[src/rtl/ipv4_hdr_parser.sv]
// IPv4 header parser: walks the 20-byte header, checks version/IHL, checksum and length,
// captures the key fields and forwards the payload with exactly one cycle of latency.
module ipv4_hdr_parser (
   input  logic        clk_i,
   input  logic        rst,
   input  logic [7:0]  rx_d,
   input  logic        rx_dv,
   input  logic        rx_sof,
   input  logic        rx_eof,
   output logic [7:0]  csum_d,
   output logic        csum_en,
   output logic        csum_rst,
   output logic        hdr_done,
   output logic        hdr_ok,
   output logic [31:0] src_ip,
   output logic [31:0] dst_ip,
   output logic [7:0]  proto,
   output logic [15:0] total_len,
   output logic        is_udp,
   output logic [7:0]  pay_d,
   output logic        pay_dv,
   output logic        err
);

   // Handshake: valid-only stream, no backpressure. A byte is accepted on every rising edge
   // with rx_dv=1; rx_sof/rx_eof mean nothing without rx_dv. Outputs pulse one cycle later.
   typedef enum logic [1:0] {IDLE, HDR, PAY, DROP} state_t;

   state_t      state, state_nx;
   logic [4:0]  idx;
   logic [7:0]  hi_q;
   logic [7:0]  byte0_q;
   logic [15:0] sum_q;
   logic [15:0] remaining;
   logic [16:0] word_sum;
   logic [15:0] sum_fold;
   logic        sof;
   logic        hdr_byte;
   logic        hdr_last;
   logic        verdict;

   assign sof      = rx_dv & rx_sof;
   assign hdr_byte = rx_dv & ~rx_sof & (state == HDR);
   assign hdr_last = hdr_byte & (idx == 5'd19);
   assign csum_rst = rst | sof;

   // Held high byte joins the current odd byte; the carry folds back without overflowing.
   assign word_sum = {1'b0, sum_q} + {1'b0, hi_q, rx_d};
   assign sum_fold = word_sum[15:0] + {15'd0, word_sum[16]};
   assign verdict  = (byte0_q == 8'h45) && (sum_fold == 16'hFFFF) && (total_len >= 16'd20);

   always_ff @(posedge clk_i) begin
      if (rst) state <= IDLE;
      else     state <= state_nx;
   end

   always_comb begin
      state_nx = state;
      if (sof) begin
         state_nx = HDR;
      end else if (rx_dv) begin
         case (state)
            HDR: begin
               if (idx == 5'd19) begin
                  if (rx_eof)                                state_nx = IDLE;
                  else if (!verdict || total_len == 16'd20) state_nx = DROP;
                  else                                       state_nx = PAY;
               end else if (rx_eof) begin
                  state_nx = IDLE;
               end
            end
            PAY: begin
               if (rx_eof)                   state_nx = IDLE;
               else if (remaining <= 16'd1) state_nx = DROP;
            end
            DROP: if (rx_eof) state_nx = IDLE;
            default: state_nx = state;
         endcase
      end
   end

   always_ff @(posedge clk_i) begin
      if (rst) begin
         idx       <= '0;
         hi_q      <= '0;
         byte0_q   <= '0;
         sum_q     <= '0;
         remaining <= '0;
         csum_d    <= '0;
         csum_en   <= 1'b0;
         hdr_done  <= 1'b0;
         hdr_ok    <= 1'b0;
         is_udp    <= 1'b0;
         err       <= 1'b0;
         src_ip    <= '0;
         dst_ip    <= '0;
         proto     <= '0;
         total_len <= '0;
         pay_d     <= '0;
         pay_dv    <= 1'b0;
      end else begin
         csum_en  <= 1'b0;
         hdr_done <= 1'b0;
         err      <= 1'b0;
         pay_dv   <= 1'b0;
         if (sof) begin
            idx       <= 5'd1;
            hi_q      <= rx_d;
            byte0_q   <= rx_d;
            sum_q     <= '0;
            remaining <= '0;
            csum_d    <= rx_d;
            csum_en   <= 1'b1;
            hdr_ok    <= 1'b0;
            is_udp    <= 1'b0;
         end else if (hdr_byte) begin
            csum_d  <= rx_d;
            csum_en <= 1'b1;
            idx     <= idx + 5'd1;
            if (!idx[0]) hi_q  <= rx_d;
            else         sum_q <= sum_fold;
            case (idx)
               5'd2:  total_len[15:8] <= rx_d;
               5'd3:  total_len[7:0]  <= rx_d;
               5'd9:  proto           <= rx_d;
               5'd12: src_ip[31:24]   <= rx_d;
               5'd13: src_ip[23:16]   <= rx_d;
               5'd14: src_ip[15:8]    <= rx_d;
               5'd15: src_ip[7:0]     <= rx_d;
               5'd16: dst_ip[31:24]   <= rx_d;
               5'd17: dst_ip[23:16]   <= rx_d;
               5'd18: dst_ip[15:8]    <= rx_d;
               5'd19: dst_ip[7:0]     <= rx_d;
               default: ;
            endcase
            if (hdr_last) begin
               hdr_done  <= 1'b1;
               hdr_ok    <= verdict;
               is_udp    <= verdict && (proto == 8'h11);
               err       <= !verdict;
               remaining <= total_len - 16'd20;
               idx       <= '0;
            end else if (rx_eof) begin
               err <= 1'b1;
               idx <= '0;
            end
         end else if (rx_dv && state == PAY && remaining != 16'd0) begin
            pay_d     <= rx_d;
            pay_dv    <= 1'b1;
            remaining <= remaining - 16'd1;
         end
      end
   end

endmodule
[config.mk]
export PLATFORM = sky130hd
export DESIGN_NAME = ipv4_hdr_parser
export DESIGN_NICKNAME = d
export VERILOG_FILES = /design/src/rtl/ipv4_hdr_parser.sv
export SDC_FILE = /design/constraint.sdc
export NUM_CORES = 1
export LEC_CHECK = 0
export BUFFER_PORTS_ARGS = -buffer_cell sky130_fd_sc_hd__buf_2
export CAP_MARGIN = 20
export CORE_UTILIZATION = 55
export CTS_BUF_LIST = sky130_fd_sc_hd__clkbuf_8
export CTS_CLUSTER_SIZE = 28
export DETAILED_ROUTE_END_ITERATION = 16
export PLACE_DENSITY = 0.77
export SYNTH_ARGS = -nofsm -noshare
export SYNTH_HDL_FRONTEND = slang
export SYNTH_SLANG_ARGS = --single-unit
[constraint.sdc]
create_clock -name clk_i -period 10.4 [get_ports clk_i]
set_input_delay 2.08 -clock clk_i [delete_from_list [all_inputs] [get_ports clk_i]]
set_output_delay 2.08 -clock clk_i [all_outputs]
set_load 0.1 [all_outputs]
==> results.cfg <==
[placement]
gp_congestion = 0.862
place_ws_ns = 3.54
portBuffers = 123
hpwl_mm = 14.5

[critical_path]
cpMostUsedCell = ha_1
critPathKind = input pin to register
crit_fanout = 16
worstPathArrival_ns = 6.79
cp-end-kind = register
path_cells = buf_2, ha_1, inv_1, fa_1, nand2b_1, a211oi_2, o31ai_1, a21oi_1, a21o_1, a21o_1, ha_1, ha_1, and2_0, xnor3_1, nor3_1, o21ai_0, a2111oi_0, nand4_1, a211oi_2, a31o_1, a311oi_1
slowest_stage = a211oi_2
slowest_delay_ns = 0.43
crit_required_ns = 10.72
start_kind = input pin

[global_route]
overflow = 0
grt_pass1_vias = 6820
grt_pass1_wl_mm = 35.4
antenna_found_initial = 0
grt_max_degree = 65
grtUsageTotal = 0.283

[yosys]
async_flop_share = 0
ys_seq_elements = 165
ys_types = 70
syn_inst = 1013
ys_seq_area_frac = 0.401
synthFlopType = dfxtp_1
avgSynthCellArea_um2 = 8.12
ys_warn_count = 0
synth_edf_count = 0
syn_area_um2 = 8230
synth_fp_nets = 1054

[timing]
fmax_mhz = 154
skew_ns = 0.0115
timing.final.ws_setup_ns = 3.92
fin_hold_ws_ns = 0.455
max_slew_margin = 0.383
tns_ns = 0
post-route-min-period_ns = 6.48
worstMarginPinSlew_ns = 0.919
rsz0062_at_grt = no
setup_viol = 0
final-hold-violation-count = 0
maxSlewViolCount = 0
final.period_utilization = 0.623

[drt]
drt_iter0_markers = 553
drc_errors = 0
wl_per_cell_um = 16.9
postRouteAntennaNets = 0
drtPass1Iterations = 5
routed_via_density = 5.80
num_vias = 7476
routed_wl_mm = 21.7

[cts]
cts_tree = built
cts_buffers = 17
postCtsHoldBufs = 0
cts_buffer_depth = 2
post_cts_buffers = 0
clk_latency_ns = 0.46
cts_sinks = 165
cts_resized = 0
clockRootBuffer = clkbuf_8
clk_pin_slew_ns = 0.09
h-tree-depth = 4

[power_and_ir_drop]
clockPowerShare = 0.409
p_sw_uw = 339
combPwrFrac = 0.079
sequentialPowerShare = 0.513
power_density_nw_per_um2 = 135
leakage_uw = 0.00380
switching_share = 0.271
p_int_uw = 912
ir_worst_vdd_mv = 0.126
power.total_uw = 1250

[outcome]
outcome = finished, final reports clean

[floorplanning]
die_h_um = 124
rows = 44
core_um2 = 14600
design.die.area_um2 = 15500
initial_core_util = 0.564
die_width_um = 124
io_pins = 124

[finish]
syn_to_final_growth_pct = 13.0
final.fill_count = 1284
insertedDiodeCount = 0
final_util = 0.637
nets = 1132
drive_gt1_frac = 0.167

[min_path]
hold_class = register to register

[run]
max_cap_violations = 0
## final timing paths
kind / from / slack, ns / end / cells past startpoint
max: rx_d[0] / 3.92 / state[0] / 21
min: dst_ip[18] / 0.45 / dst_ip[18] / 2
max reg2reg: sum_q[0] / 5.61 / state[0] / 20
min reg2reg: dst_ip[18] / 0.45 / dst_ip[18] / 2
## flip-flops by register name (all words and copies together), names as in the netlist, 2 cells and up
register	cells
byte0_q	8
csum_d	8
dst_ip	32
hi_q	8
idx	5
pay_d	8
proto	8
remaining	16
src_ip	32
state	2
sum_q	16
total_len	16
## Yosys cell counts, types with 19 or more instances
cell	n	share of area
nand2_1	154	0.070
mux2i_1	48	0.058
clkbuf_1	64	0.029
nand3_1	65	0.040
ha_1	27	0.041
a21oi_1	112	0.068
nor3_1	20	0.012
nor2_1	101	0.046
xnor2_1	19	0.020
dfxtp_1	165	0.40
o21ai_0	31	0.019
## area by class of cell
class	count	area [um^2]	area share
Clock inverter	14	191	0.0206
Timing Repair Buffer	130	671	0.0721
Inverter	13	48.8	0.00525
Sequential cell	165	3300	0.355
Multi-Input combinational cell	764	4600	0.495
Tap cell	184	230	0.0248
Clock buffer	18	248	0.0266
## power by group through the flow
| stage | sequential, uW | combinational (uW) | clock, uW |
|---|---|---|---|
| final | 641 | 98.3 | 511 |
| after global routing | 642 | 105 | 544 |
| after detailed placement | 656 | 96.9 | 0 |
| after CTS | 641 | 97.4 | 518 |
| after global placement | 656 | 96.3 | 0 |
| after floorplan | 669 | 58.5 | 0 |
## metal layers
layer | up-vias | GRT usage | share of wire
met1 | 3505 | 0.380 | 0.45
met5 | - | 0 | 0
li1 | 3707 | - | -
met4 | 0 | 0.0985 | 0.020
met3 | 26 | 0.0584 | 0.063
met2 | 238 | 0.450 | 0.47
## stage by stage
stage | cells | cell area, um^2
2_1_floorplan | 1013 | 8230
3_3_place_gp | 1256 | 8860
3_5_place_dp | 1256 | 8860
4_1_cts | 1288 | 9300
5_1_grt | 1288 | 9300
6_report | 1288 | 9300
## worst max-delay path: cells and delay by family
kind / cells / cell delay (ns)
adders and majority gates: 4 / 1.01
buffers and inverters: 2 / 0.41
and+or+nand+nor: 4 / 0.86
xor gates and xnor gates: 1 / 0.27
AOI/OAI and AO/OA: 10 / 2.16
## cell families after synthesis
kind of cell / share of synthesized area
simple gates: 0.240
flops: 0.401
mux: 0.0584
fa+ha+maj: 0.0435
xor+xnor: 0.0418
compound gates: 0.176
buf+inv: 0.0391
## layout by cell type, fill, tap and decap left out, types with 4 or more instances in the layout
cell type	n
xor2_1	14
nor4b_1	5
o32ai_1	4
nand3b_1	4
and3_1	6
and2_1	10
inv_1	13
a211oi_1	14
or4_1	4
o21ai_0	31
nor2_1	101
dfxtp_1	165
ha_1	27
xnor2_1	19
nand3_1	65
buf_4	8
nor4_1	5
o31ai_1	4
nor2b_1	5
nand2_1	154
o22ai_1	4
nand4_1	9
clkbuf_8	18
a21o_1	14
buf_2	122
a22oi_1	6
a21oi_1	112
or3_1	7
nand2b_1	9
nor3_1	20
a31oi_1	4
mux2i_1	48
o211ai_1	5
a311oi_1	4
No activity file was read; power rests on OpenSTA's default activity.
